[config.mk]
export PLATFORM = sky130hd
export DESIGN_NAME = mem_responder
export DESIGN_NICKNAME = d
export VERILOG_FILES = /design/src/rtl/mem_responder.sv
export SDC_FILE = /design/constraint.sdc
export NUM_CORES = 1
export LEC_CHECK = 0
export CORE_MARGIN = 5
export CORE_UTILIZATION = 60
export CTS_CLUSTER_DIAMETER = 40
export DETAILED_ROUTE_END_ITERATION = 10
export PLACE_DENSITY = 0.85
export SYNTH_ARGS = -nofsm -noshare
export SYNTH_HDL_FRONTEND = slang
export SYNTH_SLANG_ARGS = --single-unit
[constraint.sdc]
create_clock -name clk -period 12.6 [get_ports clk]
set_input_delay 2.52 -clock clk [delete_from_list [all_inputs] [get_ports clk]]
set_output_delay 2.52 -clock clk [all_outputs]
set_load 0.05 [all_outputs]
[src/rtl/mem_responder.sv]
// Word-addressed backing memory with a fixed access latency, one request
// outstanding at a time, valid/ready on both request and response channels.
module mem_responder #(
  parameter int DEPTH   = 16,
  parameter int LATENCY = 4
) (
  input  logic        clk,
  input  logic        rst_n,
  input  logic        req_valid,
  output logic        req_ready,
  input  logic        req_wr,
  input  logic [31:0] req_addr,
  input  logic [31:0] req_data,
  output logic        resp_valid,
  input  logic        resp_ready,
  output logic        resp_wr,
  output logic [31:0] resp_data
);

  localparam int AW = $clog2(DEPTH);
  // BUSY is entered one edge after acceptance and leaves on the edge where the
  // counter reads zero, so loading LATENCY-2 gives exactly LATENCY cycles.
  localparam logic [7:0] LOAD = 8'(LATENCY > 1 ? LATENCY - 2 : 0);

  typedef enum logic [1:0] {
    IDLE = 2'd0,
    BUSY = 2'd1,
    RESP = 2'd2
  } state_t;

  state_t      state_r;
  logic [7:0]  cnt_r;
  logic [31:0] mem_r [DEPTH];

  logic [AW-1:0] idx_s;
  logic          accept_s;
  logic          unused_s;

  assign idx_s    = req_addr[AW+1:2];
  assign accept_s = req_valid && req_ready;
  assign unused_s = ^{req_addr[31:AW+2], req_addr[1:0]};

  // Storage keeps its contents across reset; writes commit at the accept edge.
  always_ff @(posedge clk) begin
    if (rst_n && accept_s && req_wr) begin
      mem_r[idx_s] <= req_data;
    end
  end

  // Request/response sequencing with all handshake outputs registered.
  always_ff @(posedge clk) begin
    if (!rst_n) begin
      state_r    <= IDLE;
      cnt_r      <= 8'd0;
      req_ready  <= 1'b1;
      resp_valid <= 1'b0;
      resp_wr    <= 1'b0;
      resp_data  <= 32'd0;
    end else begin
      case (state_r)
        IDLE: begin
          if (accept_s) begin
            req_ready <= 1'b0;
            resp_wr   <= req_wr;
            resp_data <= req_wr ? 32'd0 : mem_r[idx_s];
            if (LATENCY == 1) begin
              state_r    <= RESP;
              resp_valid <= 1'b1;
            end else begin
              cnt_r   <= LOAD;
              state_r <= BUSY;
            end
          end
        end
        BUSY: begin
          if (cnt_r == 8'd0) begin
            state_r    <= RESP;
            resp_valid <= 1'b1;
          end else begin
            cnt_r <= cnt_r - 8'd1;
          end
        end
        RESP: begin
          if (resp_ready) begin
            state_r    <= IDLE;
            req_ready  <= 1'b1;
            resp_valid <= 1'b0;
            resp_wr    <= 1'b0;
            resp_data  <= 32'd0;
          end
        end
        default: begin
          state_r    <= IDLE;
          cnt_r      <= 8'd0;
          req_ready  <= 1'b1;
          resp_valid <= 1'b0;
          resp_wr    <= 1'b0;
          resp_data  <= 32'd0;
        end
      endcase
    end
  end

endmodule

# After elaboration in Yosys (flattened, before gate mapping)
# Memories as Yosys holds them, arrays and structs flattened.
# Cells that the tools add are included.
# word_totals
register_bits	45
ram_bits	512
in_bits	69
output_inout_bits	35
word_cells	47
mem_count	1
# memory_table
memory	words	width	read_ports	rd_ports_with_merged_regs	write_ports	line	rtl
mem_r	16	32	1	0	1	33	logic [31:0] mem_r [DEPTH];
# op_classes
add_sub_neg	1
n_eq_ne	6
n_mux	21
bitwise_logic	3
n_reduce_logical	9
# ops
op	count
$mux 32	3
$pmux 32 s3	1
$pmux 8 s3	1
$mux 8	2
$reduce_and 3->1	4
$pmux 1 s3	3
$logic_not 8->1	1
$ne 2x2->1 const B	4
$sub 8x1->8 const B	1
$mux 1	7
$mux 2	3
$pmux 2 s3	1
$logic_and 1x1->1	3
$not 1->1	3
$eq 2x1->1 const B	1
$eq 2x2->1 const B	1
$logic_not 2->1	1

# Depth between registers and ports, before layout
# depth
depth_word	5
mapped_depth	7

# Worst setup path after synthesis
# No wires, ideal clock.
# synth_timing
kind	input to register
startpoint	in req_addr[3]
endpoint	mem mem_r[0][0] (enable)
setup_ns	0.461
arrival_ns	5.599
setup_slack_ns	6.540
stages	5
n_path_buf	3
path_cell_list	buf_6 buf_12 buf_2 or3_1 nor3_1
# synth_lines
item	line	rtl
start, declared	12	input logic [31:0] req_addr,
end, declared	33	
# Straight into the memory's write port.

# Worst setup path in the final report
# layout_timing
startpoint	in rst_n
endpoint	mem mem_r[0][21] (enable)
# layout_between
elab_chain_len	4
# layout_lines
item	line	rtl
start, declared	8	input logic rst_n,
$logic_and 1x1->1 (2 in series)	45	if (rst_n && accept_s && req_wr) begin
$mux 1	45	
$mux 1 (not written as such)	46	mem_r[idx_s] <= req_data;
# No other way between the ends.

==> qor.csv <==
stage,metric,value,unit
run_status,status,completed,
timing,setup_violations,0,
cells_and_area,fin_util,70.7,%
timing,finalHoldViolCount,0,
routing,ant_nets,0,
hold_path,hold_path.class,reg -> reg,
critical_path,start_kind,input pin,
cells_and_area,drive_above_1_share,28.5,%
clock_tree,cts_sinks,557,
clock_tree,clock_path_buffers,3,
cells_and_area,nets,1142,
cells_and_area,mostFrequentLayoutCells,"512 x edfxtp_1, 128 x mux4_2, 72 x clkdlybuf4s50_1, 59 x clkbuf_16, 45 x dfxtp_1",
timing,rsz0062_at_grt,no,
critical_path,crit_fanout,24,
timing,period_needed,5230,ps
pwr,seq_power_share,49.9,%
synth,syn_nets,1032,
floorplanning,rows,68,
floorplanning,core,34700,µm²
cells_and_area,seq_area,16300,µm²
pwr,sw_frac_of_total,22.7,%
routing,via_count,10341,
clock_tree,hold_buffers,0,
timing,slew_headroom,34.2,%
synth,synth_enable_flop_cells,512,
cells_and_area,syn2layout_area_growth,16.0,%
clock_tree,cts-buffers-inserted,58,
timing,fmax,0.191,GHz
critical_path,worstPathRequired,12790,ps
cells_and_area,multi_input_area,4680,µm²
cells_and_area,num-fill-cells,1966,
synth,ys_types,44,
pwr,peakVddDrop,0.143,mV
synth,synth_ff_type,edfxtp_1,
critical_path,critPathArrivalTime,5420,ps
clock_tree,insertion_delay,590,ps
pwr,p_clk_share,43.1,%
floorplanning,pin_count,104,
timing,tightest_slew,986,ps
pwr,p_sw,940,µW
pwr,p_int,3200,µW
floorplanning,start_util,60.9,%
grt,antenna_found_initial,3,
clock_tree,cts_tree,built,
synth,ys_ff_latch,557,
grt,grt_pass1_wl,68700,µm
routing,dr.first_iter.drc_count,1098,
grt,grt_overflow,0,
synth,netlist_area,21200,µm²
grt,grtUsageTotal,23.8,%
critical_path,path_class,in -> reg,
routing,via_per_inst,6.55,
routing,dr.pass1.iters,5,
routing,post_drt_wl_per_cell,29.0,µm
synth,yosysSeqAreaShare,77.0,%
job,cap_violations,0,
routing,finalWirelength,45700,µm
critical_path,startpoint,rst_n,
cells_and_area,instances_no_fill,1578,
grt,grt_pass1_vias,10856,
clock_tree,cts.repair.resized,0,
timing,maxSlewViolCount,0,
pwr,power_density,169,nW/µm²
pwr,leakage,0.00781,µW
floorplanning,die-height,198,µm
timing,tns,0,ps
cells_and_area,mostFrequentLayoutCell,edfxtp_1,
synth,yosysWarnings,0,
synth,postSynth.asyncResetShare,0,%
timing,fin_crit_sh,41.5,%
floorplanning,die_area,39100,µm²
routing,drc_errors,0,
floorplanning,dieWidth,198,µm
grt,grt_max_degree,59,
clock_tree,post_cts_buffers,0,
critical_path,end_kind,register,
synth,syn_area_per_cell,22.0,µm²
timing,fin_worst_skew,29.7,ps
placed_design,port_buffers,75,
clock_tree,clk_pin_slew,60,ps
pwr,p_comb_share,7.0,%
placed_design,routabilityCongestion,0.773,
critical_path,r2r_start,req_ready,
placed_design,dp_hpwl,22900,µm
hold_path,hold_start,resp_wr,
placed_design,dpl.cell_count,1466,
synth,synthCells,961,
clock_tree,h-tree-depth,2,
clock_tree,clockRootBuffer,clkbuf_16,
[stage by stage]
| stage | area, µm² | hold WS [ps] | total power, µW | worst slack [ps] |
|---|---|---|---|---|
| after floorplan | 21200 | 458 | 2300 | 6540 |
| after global placement | 22500 | 477 | 2380 | 6920 |
| after detailed placement | 22500 | 478 | 2390 | 6800 |
| after CTS | 24500 | 488 | 4150 | 7310 |
| after global routing | 24500 | 532 | 4270 | 7250 |
| final | 24500 | 500 | 4140 | 7370 |
[cell usage after synthesis, types with 7 or more instances]
master    count  share of area, %
nand2_1       7              0.12
mux2_2       28               1.5
mux4_2      128                14
dfxtp_1      45               4.3
a22oi_1      25              0.89
o21ai_0      33              0.78
mux2i_1      32               1.5
buf_4         9              0.32
o21ai_1       8              0.19
a22oi_2       7              0.41
a21oi_1      11              0.26
buf_1         8              0.14
nor2_1       20              0.35
clkbuf_1     18              0.32
edfxtp_1    512                73
buf_2        12              0.28
[kinds of logic after synthesis]
kind of cell / count (synthesis) / synth area share, %
flip-flops: 557 / 77.0
multiplexers: 192 / 16.9
AO/OA/AOI/OAI: 93 / 2.88
AND/OR/NAND/NOR: 61 / 1.64
buffers and inverters: 56 / 1.48
adder cells (fa/ha/maj): 2 / 0.118
[path summary, 6_finish.rpt]
kind                       end  slack, ps  cells past startpoint
hold reg to reg        resp_wr        500                      2
hold / removal         resp_wr        500                      2
setup reg to reg  mem_r[0][21]       9550                      4
setup / recovery  mem_r[0][21]       7370                      5
[final cells by class]
class                           count  share of cell area, %
Tap cell                          455                   2.32
Clock inverter                     44                   2.05
Sequential cell                   557                   66.4
Multi-Input combinational cell    348                   19.1
Timing Repair Buffer              102                   3.88
Antenna cell                        2                 0.0204
Inverter                            4                 0.0612
Clock buffer                       66                   6.25
[worst max-delay path, cell delays in order]
cell,delay [ps]
clkdlybuf4s50_1,610
nand4_1,330
or3_1,570
nor3_2,770
buf_4,600
[layer usage]
metal  GRT usage (%)  vias to the layer above  share of wire [%]
met1            32.9                     5369                 37
met5               0                        -              0.072
li1                -                     4274                  -
met4            6.10                        4                2.3
met2            39.9                      613                 51
met3            4.68                       81                9.1
[flip-flops by register name, summed over array words and instances, names as in the netlist]
register and cells:
mem_r 512, resp_valid 1, req_ready 1, resp_data 32
cnt_r 8, state_r 2, resp_wr 1
[power groups by stage]
stage                     logic, µW  registers (µW)  clock network (µW)
after floorplan                 160            2140                   0
after global placement          278            2100                   0
after detailed placement        287            2110                   0
after CTS                       291            2070                1790
after global routing            312            2070                1890
final                           290            2070                1780
Power figures use the tool's default switching activity.
